[src/rtl/ab_seq_pkg.sv]
// Shared types for the a/b/x stimulus sequencer.
//   state_e : sequencer FSM states
//   cmd_t   : one queued command {dly, x, nob}
package ab_seq_pkg;

  localparam int unsigned CMD_XW      = 6;
  localparam int unsigned DLY_W       = 3;
  localparam int unsigned DEF_MAX_DLY = 5;
  localparam int unsigned DEF_DEPTH   = 4;
  localparam int unsigned DEF_CNT_W   = 8;

  typedef enum logic [1:0] {
    IDLE     = 2'd0,
    ASSERT_A = 2'd1,
    WAIT     = 2'd2,
    ASSERT_B = 2'd3
  } state_e;

  typedef struct packed {
    logic [DLY_W-1:0]  dly;
    logic [CMD_XW-1:0] x;
    logic              nob;
  } cmd_t;

  // A delay is usable only in 1..max_dly.
  function automatic logic dly_legal(input logic [DLY_W-1:0] dly, input int unsigned max_dly);
    return (dly != '0) && (32'(dly) <= max_dly);
  endfunction

endpackage

[src/rtl/ab_cmd_fifo.sv]
// Synchronous show-ahead command FIFO.
//   clk, rst     : clock, synchronous active-high reset (flushes pointers/count)
//   push, din    : write request and data (ignored when full)
//   pop          : read request (ignored when empty)
//   head_c       : entry at the read pointer (valid when !empty_c)
//   empty_c      : FIFO holds no entries
//   count_nxt_c  : occupancy after this cycle's push/pop
module ab_cmd_fifo
  import ab_seq_pkg::*;
#(
  parameter int unsigned DEPTH = DEF_DEPTH
) (
  input  logic                     clk,
  input  logic                     rst,
  input  logic                     push,
  input  cmd_t                     din,
  input  logic                     pop,
  output cmd_t                     head_c,
  output logic                     empty_c,
  output logic [$clog2(DEPTH):0]   count_nxt_c
);

  localparam int unsigned AW = $clog2(DEPTH);
  localparam int unsigned CW = AW + 1;

  cmd_t          mem [DEPTH];
  logic [AW-1:0] wr_ptr;
  logic [AW-1:0] rd_ptr;
  logic [CW-1:0] count;
  logic          push_ok;
  logic          pop_ok;

  assign empty_c = (count == '0);
  assign push_ok = push && (count != CW'(DEPTH));
  assign pop_ok  = pop && !empty_c;
  assign head_c  = mem[rd_ptr];

  // Next occupancy, shared with the parent for its registered ready/busy.
  always_comb begin
    count_nxt_c = count;
    case ({push_ok, pop_ok})
      2'b10:   count_nxt_c = count + CW'(1);
      2'b01:   count_nxt_c = count - CW'(1);
      default: count_nxt_c = count;
    endcase
  end

  // Pointers wrap naturally since DEPTH is a power of two.
  always_ff @(posedge clk) begin
    if (rst) begin
      wr_ptr <= '0;
      rd_ptr <= '0;
      count  <= '0;
    end else begin
      if (push_ok) wr_ptr <= wr_ptr + AW'(1);
      if (pop_ok)  rd_ptr <= rd_ptr + AW'(1);
      count <= count_nxt_c;
    end
  end

  // Storage needs no reset; the flushed pointers make stale entries invisible.
  always_ff @(posedge clk) begin
    if (push_ok) mem[wr_ptr] <= din;
  end

endmodule

[src/rtl/ab_seq_driver.sv]
// Stimulus sequencer: replays queued commands as a pulse, dly-cycle gap, b pulse.
//   clk, rst            : clock, synchronous active-high reset
//   cmd_valid/cmd_ready : command handshake (ready = FIFO not full, registered)
//   cmd_dly/cmd_x/cmd_nob : a->b delay, x value, suppress-b flag
//   a, b                : one-cycle pulses
//   x                   : data loaded with each a pulse, held otherwise
//   busy                : sequencer active or commands queued
//   hit_cnt/miss_cnt    : saturating counts of driven / suppressed b
//   err_dly             : sticky flag for a popped illegal delay
module ab_seq_driver
  import ab_seq_pkg::*;
#(
  parameter int unsigned XW      = CMD_XW,
  parameter int unsigned MAX_DLY = DEF_MAX_DLY,
  parameter int unsigned DEPTH   = DEF_DEPTH,
  parameter int unsigned CNT_W   = DEF_CNT_W
) (
  input  logic             clk,
  input  logic             rst,
  input  logic             cmd_valid,
  output logic             cmd_ready,
  input  logic [DLY_W-1:0] cmd_dly,
  input  logic [XW-1:0]    cmd_x,
  input  logic             cmd_nob,
  output logic             a,
  output logic             b,
  output logic [XW-1:0]    x,
  output logic             busy,
  output logic [CNT_W-1:0] hit_cnt,
  output logic [CNT_W-1:0] miss_cnt,
  output logic             err_dly
);

  localparam int unsigned CW = $clog2(DEPTH) + 1;

  state_e           state;
  state_e           next_state;
  logic [DLY_W-1:0] wcnt;
  logic [DLY_W-1:0] wcnt_nxt;
  logic [DLY_W-1:0] cur_dly;
  logic             cur_nob;
  logic             push_fire;
  logic             pop;
  logic             load_cmd;
  logic             set_err;
  cmd_t             cmd_in;
  cmd_t             head_c;
  logic             empty_c;
  logic [CW-1:0]    count_nxt;

  assign push_fire = cmd_valid && cmd_ready;
  assign cmd_in    = '{dly: cmd_dly, x: CMD_XW'(cmd_x), nob: cmd_nob};

  ab_cmd_fifo #(.DEPTH(DEPTH)) u_fifo (
    .clk         (clk),
    .rst         (rst),
    .push        (push_fire),
    .din         (cmd_in),
    .pop         (pop),
    .head_c      (head_c),
    .empty_c     (empty_c),
    .count_nxt_c (count_nxt)
  );

  // Next-state logic; IDLE and ASSERT_B both try to start the next command.
  always_comb begin
    next_state = state;
    wcnt_nxt   = wcnt;
    pop        = 1'b0;
    load_cmd   = 1'b0;
    set_err    = 1'b0;
    case (state)
      IDLE, ASSERT_B: begin
        if (state == ASSERT_B) next_state = IDLE;
        if (!empty_c) begin
          pop = 1'b1;
          if (dly_legal(head_c.dly, MAX_DLY)) begin
            load_cmd   = 1'b1;
            next_state = ASSERT_A;
          end else begin
            set_err    = 1'b1;
            next_state = IDLE;
          end
        end
      end
      ASSERT_A: begin
        if (cur_dly == DLY_W'(1)) begin
          next_state = ASSERT_B;
        end else begin
          // WAIT lasts dly-1 cycles, counting dly-2 down to 0.
          wcnt_nxt   = cur_dly - DLY_W'(2);
          next_state = WAIT;
        end
      end
      WAIT: begin
        if (wcnt == '0) next_state = ASSERT_B;
        else            wcnt_nxt   = wcnt - DLY_W'(1);
      end
      default: next_state = IDLE;
    endcase
  end

  // State and registered outputs; pulses are decoded from next_state so they
  // coincide with the state they belong to.
  always_ff @(posedge clk) begin
    if (rst) begin
      state     <= IDLE;
      wcnt      <= '0;
      cur_dly   <= '0;
      cur_nob   <= 1'b0;
      a         <= 1'b0;
      b         <= 1'b0;
      x         <= '0;
      busy      <= 1'b0;
      hit_cnt   <= '0;
      miss_cnt  <= '0;
      err_dly   <= 1'b0;
      cmd_ready <= 1'b0;
    end else begin
      state <= next_state;
      wcnt  <= wcnt_nxt;
      if (load_cmd) begin
        cur_dly <= head_c.dly;
        cur_nob <= head_c.nob;
        x       <= XW'(head_c.x);
      end
      a <= (next_state == ASSERT_A);
      b <= (next_state == ASSERT_B) && !cur_nob;
      if (next_state == ASSERT_B) begin
        if (!cur_nob) begin
          if (hit_cnt != '1) hit_cnt <= hit_cnt + CNT_W'(1);
        end else begin
          if (miss_cnt != '1) miss_cnt <= miss_cnt + CNT_W'(1);
        end
      end
      if (set_err) err_dly <= 1'b1;
      busy      <= (next_state != IDLE) || (count_nxt != '0);
      cmd_ready <= (count_nxt != CW'(DEPTH));
    end
  end

endmodule

[config.mk]
export PLATFORM = sky130hd
export DESIGN_NAME = ab_seq_driver
export DESIGN_NICKNAME = d
export VERILOG_FILES = /design/src/rtl/ab_seq_pkg.sv /design/src/rtl/ab_cmd_fifo.sv /design/src/rtl/ab_seq_driver.sv
export SDC_FILE = /design/constraint.sdc
export NUM_CORES = 1
export LEC_CHECK = 0
export BUFFER_PORTS_ARGS = -buffer_cell sky130_fd_sc_hd__buf_2
export CAP_MARGIN = 30
export CORE_ASPECT_RATIO = 1.5
export CORE_MARGIN = 2
export CORE_UTILIZATION = 45
export CTS_BUF_LIST = sky130_fd_sc_hd__clkbuf_8
export DETAILED_ROUTE_END_ITERATION = 12
export HOLD_SLACK_MARGIN = 0.05
export PLACE_DENSITY = 0.68
export REMOVE_ABC_BUFFERS = 1
export SYNTH_ARGS = -nofsm -noshare
export SYNTH_HDL_FRONTEND = slang
export SYNTH_HIERARCHICAL = 1
export SYNTH_SLANG_ARGS = --single-unit
[constraint.sdc]
create_clock -name clk -period 3.35 [get_ports clk]
set_input_delay 0.1675 -clock clk [delete_from_list [all_inputs] [get_ports clk]]
set_output_delay 0.1675 -clock clk [all_outputs]
set_load 0.01 [all_outputs]
* Yosys cells after proc, flatten, opt, wreduce, memory -nomap -nowiden
Memory sizes are Yosys's and may differ from the RTL's. A register that Yosys moved wholly into a read port is not among the register bits.
Index checks and enable logic that the tools add are counted.
** Operators by class
- Add/sub/neg operators :: 8
- Multiply operators :: 0
- Divide/modulo/power cells :: 0
- Magnitude comparators :: 1
- Eq/ne operators :: 14
- Shift operators :: 0
- Multiplexer cells :: 22
- Bitwise operators :: 1
- Reduce and logical (&&, ||, !) cells :: 19
** Operator list (count)
- adder 8 x 1 -> 8 bit, second input constant :: 2
- != test 8 bit, second input constant :: 2
- two-way mux 1 bit :: 12
- case mux 3 bit (2 select lines) :: 2
- two-way mux 2 bit :: 5
- AND reduction 3 bit :: 3
- == test 2 bit, second input constant :: 4
- == test 2 x 1 -> 1 bit, second input constant :: 3
- zero test 3 bit :: 2
- two-way mux 3 bit :: 2
- != test 3 bit, second input constant :: 2
- case mux 2 bit (3 select lines) :: 1
- nonzero test 3 bit :: 2
- subtractor 3 x 1 -> 3 bit, second input constant :: 2
- logical AND 1 bit :: 5
- adder 2 x 1 -> 2 bit, second input constant :: 2
- != test 2 bit, second input constant :: 2
- nonzero test 2 bit :: 2
- adder 3 x 1 -> 3 bit, second input constant :: 1
- == test 3 x 1 -> 1 bit, second input constant :: 1
- less-or-equal comparator 3 bit, second input constant :: 1
- subtractor 3 x 2 -> 3 bit, second input constant :: 1
- zero test 1 bit :: 2
- zero test 2 bit :: 1
- other kinds (3) :: 3
** Storage, ports and cells
- Register bits :: 43
- Latch bits :: 0
- Bits in writable memories :: 40
- Memory bits (read-only) :: 0
- Input port bits :: 13
- Output and inout port bits :: 27
- Memories kept :: 1
** Memories
- u_fifo.mem :: words 4, bits a word 10, rd ports 1, clocked after Yosys merged registers in 1, write ports 1, RTL line ab_cmd_fifo.sv:26 : cmd_t mem [DEPTH];

* Longest topological paths before layout
- Depth after elaboration :: 8
- Mapped depth :: 14
- Depth with buffers taken out :: 14

* By module
The synthesis kept the hierarchy.
** By module, submodules not included
- ab_cmd_fifo :: times used 1, cells each 106, area each 1946.9 µm², sequential area each 1381.3 µm²
- ab_seq_driver :: times used 1, cells each 193, area each 1714.1 µm², sequential area each 720.7 µm²

* Least setup slack after synthesis
No wires, ideal clock.
- Path type :: register to register
- From :: reg state[0]
- To :: reg u_fifo.count[2]
- Arrival :: 2.305 ns
- Path slack :: 0.924 ns
- Stages on the path, launching flop included :: 13
- Clock period less this slack :: 2.426 ns
- Path through :: dfxtp_1 -> inv_1 -> ha_1 -> nand2b_1 -> inv_1 -> o31ai_1 -> inv_1 -> ha_1 -> inv_1 -> fa_1 -> xor2_1 -> nor2_1 -> mux2_2
** Between the ends
- Longest elaborated chain between the ends :: 6
- Elaborated cells on any way between the ends :: 8
- Those cells by class :: 3 x eq/ne; 2 x mux; 3 x reduce/logical
** Ends and longest elaborated chain
- start, declared :: RTL line ab_seq_driver.sv:36 : state_e state;
- start signal, assigned :: RTL line ab_seq_driver.sv:120 : state <= next_state;
- == test 2 bit or zero test 2 bit (tied branches) :: RTL line ab_seq_driver.sv:72 : case (state)
- OR reduction 2 bit * :: RTL line ab_seq_driver.sv:72
- two-way mux 1 bit * :: RTL line ab_seq_driver.sv:72
- named net pop :: RTL line ab_seq_driver.sv:43 : logic pop;
- logical AND 1 bit * :: RTL line ab_cmd_fifo.sv:35 : assign pop_ok = pop && !empty_c;
- named net u_fifo.pop_ok :: RTL line ab_cmd_fifo.sv:31 : logic pop_ok;
- == test 2 x 1 -> 1 bit or == test 2 bit (tied branches) :: RTL line ab_cmd_fifo.sv:41 : case ({push_ok, pop_ok})
- case mux 3 bit (2 select lines) * :: RTL line ab_cmd_fifo.sv:41
- end signal, assigned :: RTL line ab_cmd_fifo.sv:57 : count <= count_nxt_c;
- end, declared :: RTL line ab_cmd_fifo.sv:29 : logic [CW-1:0] count;
Mark *: on every way through the listed nets, which the timed path passes. The rest lies on a longest branch.
A chain may end at the register's enable or synchronous reset.

* Worst setup path in the final report
- From :: reg state[0]
- To :: reg busy
** Between the ends
- Longest elaborated chain between the ends :: 8
- Elaborated cells on any way between the ends :: 17
- Those cells by class :: 5 x eq/ne; 6 x mux; 6 x reduce/logical
** Ends and longest elaborated chain
- == test 2 bit or zero test 2 bit (tied branches) :: RTL line ab_seq_driver.sv:72
- OR reduction 2 bit * :: RTL line ab_seq_driver.sv:72
- two-way mux 1 bit * :: RTL line ab_seq_driver.sv:72
- named net pop :: RTL line ab_seq_driver.sv:43
- logical AND 1 bit * :: RTL line ab_cmd_fifo.sv:35
- named net u_fifo.pop_ok :: RTL line ab_cmd_fifo.sv:31
- == test 2 x 1 -> 1 bit or == test 2 bit (tied branches) :: RTL line ab_cmd_fifo.sv:41
- case mux 3 bit (2 select lines) * :: RTL line ab_cmd_fifo.sv:41
- named net count_nxt[2] :: RTL line ab_seq_driver.sv:49 : logic [CW-1:0] count_nxt;
- nonzero test 3 bit * :: RTL line ab_seq_driver.sv:137 : busy <= (next_state != IDLE) || (count_nxt != '0);
- logical OR 1 bit * :: RTL line ab_seq_driver.sv:137
- end signal, assigned :: RTL line ab_seq_driver.sv:137
- end, declared :: RTL line ab_seq_driver.sv:28 : output logic busy,
Marked as above.

==> flow_summary_export.csv <==
group,metric,value,unit
status,status,"completed",
sta,slew_viol_final,0,
layout,area_growth,16.5,%
yosys,ys_ff_latch,85,
yosys,ys.warnings.count,6,
layout,layout_common_cells,"dfxtp_1 (45), edfxtp_1 (40), buf_2 (39)",
yosys,synth-compound-area-share,8.27,%
detailed_routing,drtIter0Drc,72,
yosys,synthSimpleGateAreaFrac,13.7,%
power,clkPwrFrac,30.7,%
sta,finClkSkew,0.00978,ns
clock_network,cts_root_buffer,"clkbuf_8",
die,core_area,7960,µm²
yosys,synthAdderAreaFrac,4.31,%
yosys,syn_avg_cell_area,12.2,µm²
detailed_routing,routedWlPerCell,14.1,µm
detailed_routing,drc,0,
clock_network,cts_inserted_buffers,9,
worst_hold_path,hp-start,"cmd_valid",
sta,fmax,379,MHz
setup_path,r2r_slack,0.71,ns
detailed_routing,vias,2382,
global_route,grt_max_degree,46,
worst_hold_path,min_path_type,"primary input to register",
clock_network,cts_tree,"done",
power,finalPower,2.60,mW
power,vdd_ir_drop_max,0.000321,V
place,port_buffers,39,
clock_network,cts_resized,0,
setup_path,r2r-end,"busy",
place,place_hpwl,4280,µm
sta,hold_violations,0,
power,switching_share,28.2,%
layout,fin_nets,374,
setup_path,crit_path_cell_trace,"inv_1 -> ha_1 -> nand2b_1 -> inv_1 -> o31ai_1 -> inv_1 -> ha_1 -> inv_1 -> fa_1 -> xor2_1 -> nor2_1 -> xor2_1 -> nor3_1 -> a21oi_1",
power,seq_power_share,47.6,%
clock_network,path_clk_slew,0.08,ns
layout,fin_util,53.6,%
setup_path,critPathLaunchType,"register",
worst_hold_path,holdPathEnd,"u_fifo/wr_ptr[1]",
power,comb_power_share,21.7,%
die,die_w,77.6,µm
layout,final_area,4270,µm²
detailed_routing,drt_wl_total,6470,µm
yosys,synth-main-ff-cell,"dfxtp_1",
clock_network,clk_latency,0.36,ns
global_route,grt_pass1_wl,10900,µm
layout,layout_commonest_cell,"dfxtp_1",
yosys,synth-xor-area-share,1.20,%
power,switching_power,733,µW
place,dp_cells,433,
global_route,track_usage,16.1,%
place,gp_congestion,0.722,
die,die_h,114,µm
detailed_routing,drtPass1Iterations,4,
yosys,syn_inst,299,
yosys,ys_seq_area_share,57.4,%
flow_run,drv_cap,0,
detailed_routing,antenna_left,0,
sta,tightest_slew,0.854,ns
setup_path,timing.rr.start,"state[0]",
clock_network,postCtsSetupRepairBufs,0,
setup_path,max_stage_delay,0.38,ns
sta,setup_viol,0,
clock_network,cts_hold_buf,10,
global_route,antenna_found_initial,0,
yosys,synth.lib_cells_used.distinct,45,
setup_path,end_kind,"register",
die,start_util,46.0,%
yosys,synth_top_family_by_area,"simple AND/OR/NAND/NOR gates",
sta,slew-limit-headroom,42.7,%
sta,whs,0.360,ns
setup_path,crit_slowest_cell,"ha_1",
setup_path,crit_arrival,2.91,ns
yosys,synth_area,3660,µm²
setup_path,crit_family,"adder cells",
power,p_int,1.87,mW
setup_path,path_class,"register to register",
layout,diodes,0,
sta,finalCriticalPeriod,2.64,ns
yosys,synth_mux_area_share,11.8,%
clock_network,clock-sinks,85,
clock_network,cts_max_level,3,
setup_path,crit_buf_inv,4,
power,p_leak,1.62,nW
sta,finalSetupTns,0,ns
sta,fin_ws,0.714,ns
die,io_pins,40,
sta,rsz0062_at_grt,"false",
global_route,grt_overflow,0,
setup_path,r2r_cells,14,
yosys,synth_edf_count,40,
die,rows,40,
detailed_routing,viasPerCell,5.19,
power,power_density,609,nW/µm²
layout,drive_gt1_share,22.0,%
place,pre_cts_slack,0.705,ns
clock_network,clock_path_buffers,2,
worst_hold_path,min_path_cells,5,
setup_path,path_max_fanout,7,
setup_path,crit_top_cell,"inv_1",
die,design.die.area,8890,µm²
layout,final_cell_count_no_fill,459,
setup_path,critPathRequiredTime,3.63,ns
place,placed_area,3950,µm²
yosys,async_flop_share,0,%
global_route,first_global_vias,2304,
sta,fin_crit_sh,78.7,%
synthesized netlist by cell type (2+ instances only):
library cell	instances	area, µm²
a211oi_1	2	15.0
a21oi_1	18	90.1
and2_1	5	31.3
and4_1	2	17.5
buf_2	3	15.0
clkbuf_1	7	26.3
dfxtp_1	45	901
edfxtp_1	40	1200
ha_1	11	138
inv_1	17	63.8
mux2_2	5	56.3
mux2i_1	14	140
mux4_2	10	225
nand2_1	9	33.8
nand2b_1	5	31.3
nand3_1	8	40.0
nor2_1	29	109
nor2b_1	9	56.3
nor3_1	5	25.0
nor3b_1	2	15.0
nor4_1	2	12.5
o21a_1	3	22.5
o21ai_0	6	30.0
o31ai_1	8	60.1
or3_1	6	37.5
or4_1	6	45.0
xor2_1	4	35.0
registers in the layout, indices dropped and copies added (netlist names), named ones only:
| register | flops |
|---|---|
| a | 1 |
| b | 1 |
| busy | 1 |
| cmd_ready | 1 |
| cur_dly | 3 |
| cur_nob | 1 |
| err_dly | 1 |
| hit_cnt | 8 |
| miss_cnt | 8 |
| state | 2 |
| u_fifo/count | 3 |
| u_fifo/mem | 40 |
| u_fifo/rd_ptr | 2 |
| u_fifo/wr_ptr | 2 |
| wcnt | 3 |
| x | 6 |
how the worst max path moves through the flow:
stage / startpoint / slack, ns / cells after the start / to
2_1_floorplan: state[0] / 0.92 / 12 / u_fifo/count[2]
5_1_grt: state[0] / 0.44 / 14 / busy
4_1_cts: state[0] / 0.69 / 14 / busy
3_3_place_gp: state[0] / 0.79 / 14 / busy
3_5_place_dp: state[0] / 0.71 / 14 / busy
6_report: state[0] / 0.71 / 14 / busy
cell families after synthesis:
logic type | after synthesis
flip-flops | 85
adder cells (fa/ha/maj) | 12
XOR/XNOR | 5
AND/OR/NAND/NOR | 93
buffers and inverters | 29
multiplexers | 30
AO/OA/AOI/OAI | 45
final cells by class:
cell class              count  area [µm²]
fillers                   679        3690
flip-flops and latches     85        2100
multi-input cells         185        1440
repair buffers             51         310
well taps                 105         131
clock buffers               9         124
clock inverters             7        97.6
inverters                  17        63.8
metal layers:
metal	wire, µm	GRT usage [%]
met1	2680	17.8
met2	3470	28.4
met3	199	4.34
met4	124	7.50
met5	0	0
power groups by stage:
stage | clock network [mW] | registers [mW] | logic [mW]
6_report | 0.798 | 1.24 | 0.564
5_1_grt | 0.875 | 1.25 | 0.630
4_1_cts | 0.831 | 1.24 | 0.573
3_5_place_dp | 0 | 1.26 | 0.562
3_3_place_gp | 0 | 1.26 | 0.546
2_1_floorplan | 0 | 1.28 | 0.390
tightest hold or removal path, cell delays in order:
cell and delay (ns):
buf_2 0.09, and2_1 0.14, inv_1 0.09, a31oi_4 0.06, mux2i_1 0.11
No activity file was read; power rests on OpenSTA's default activity.
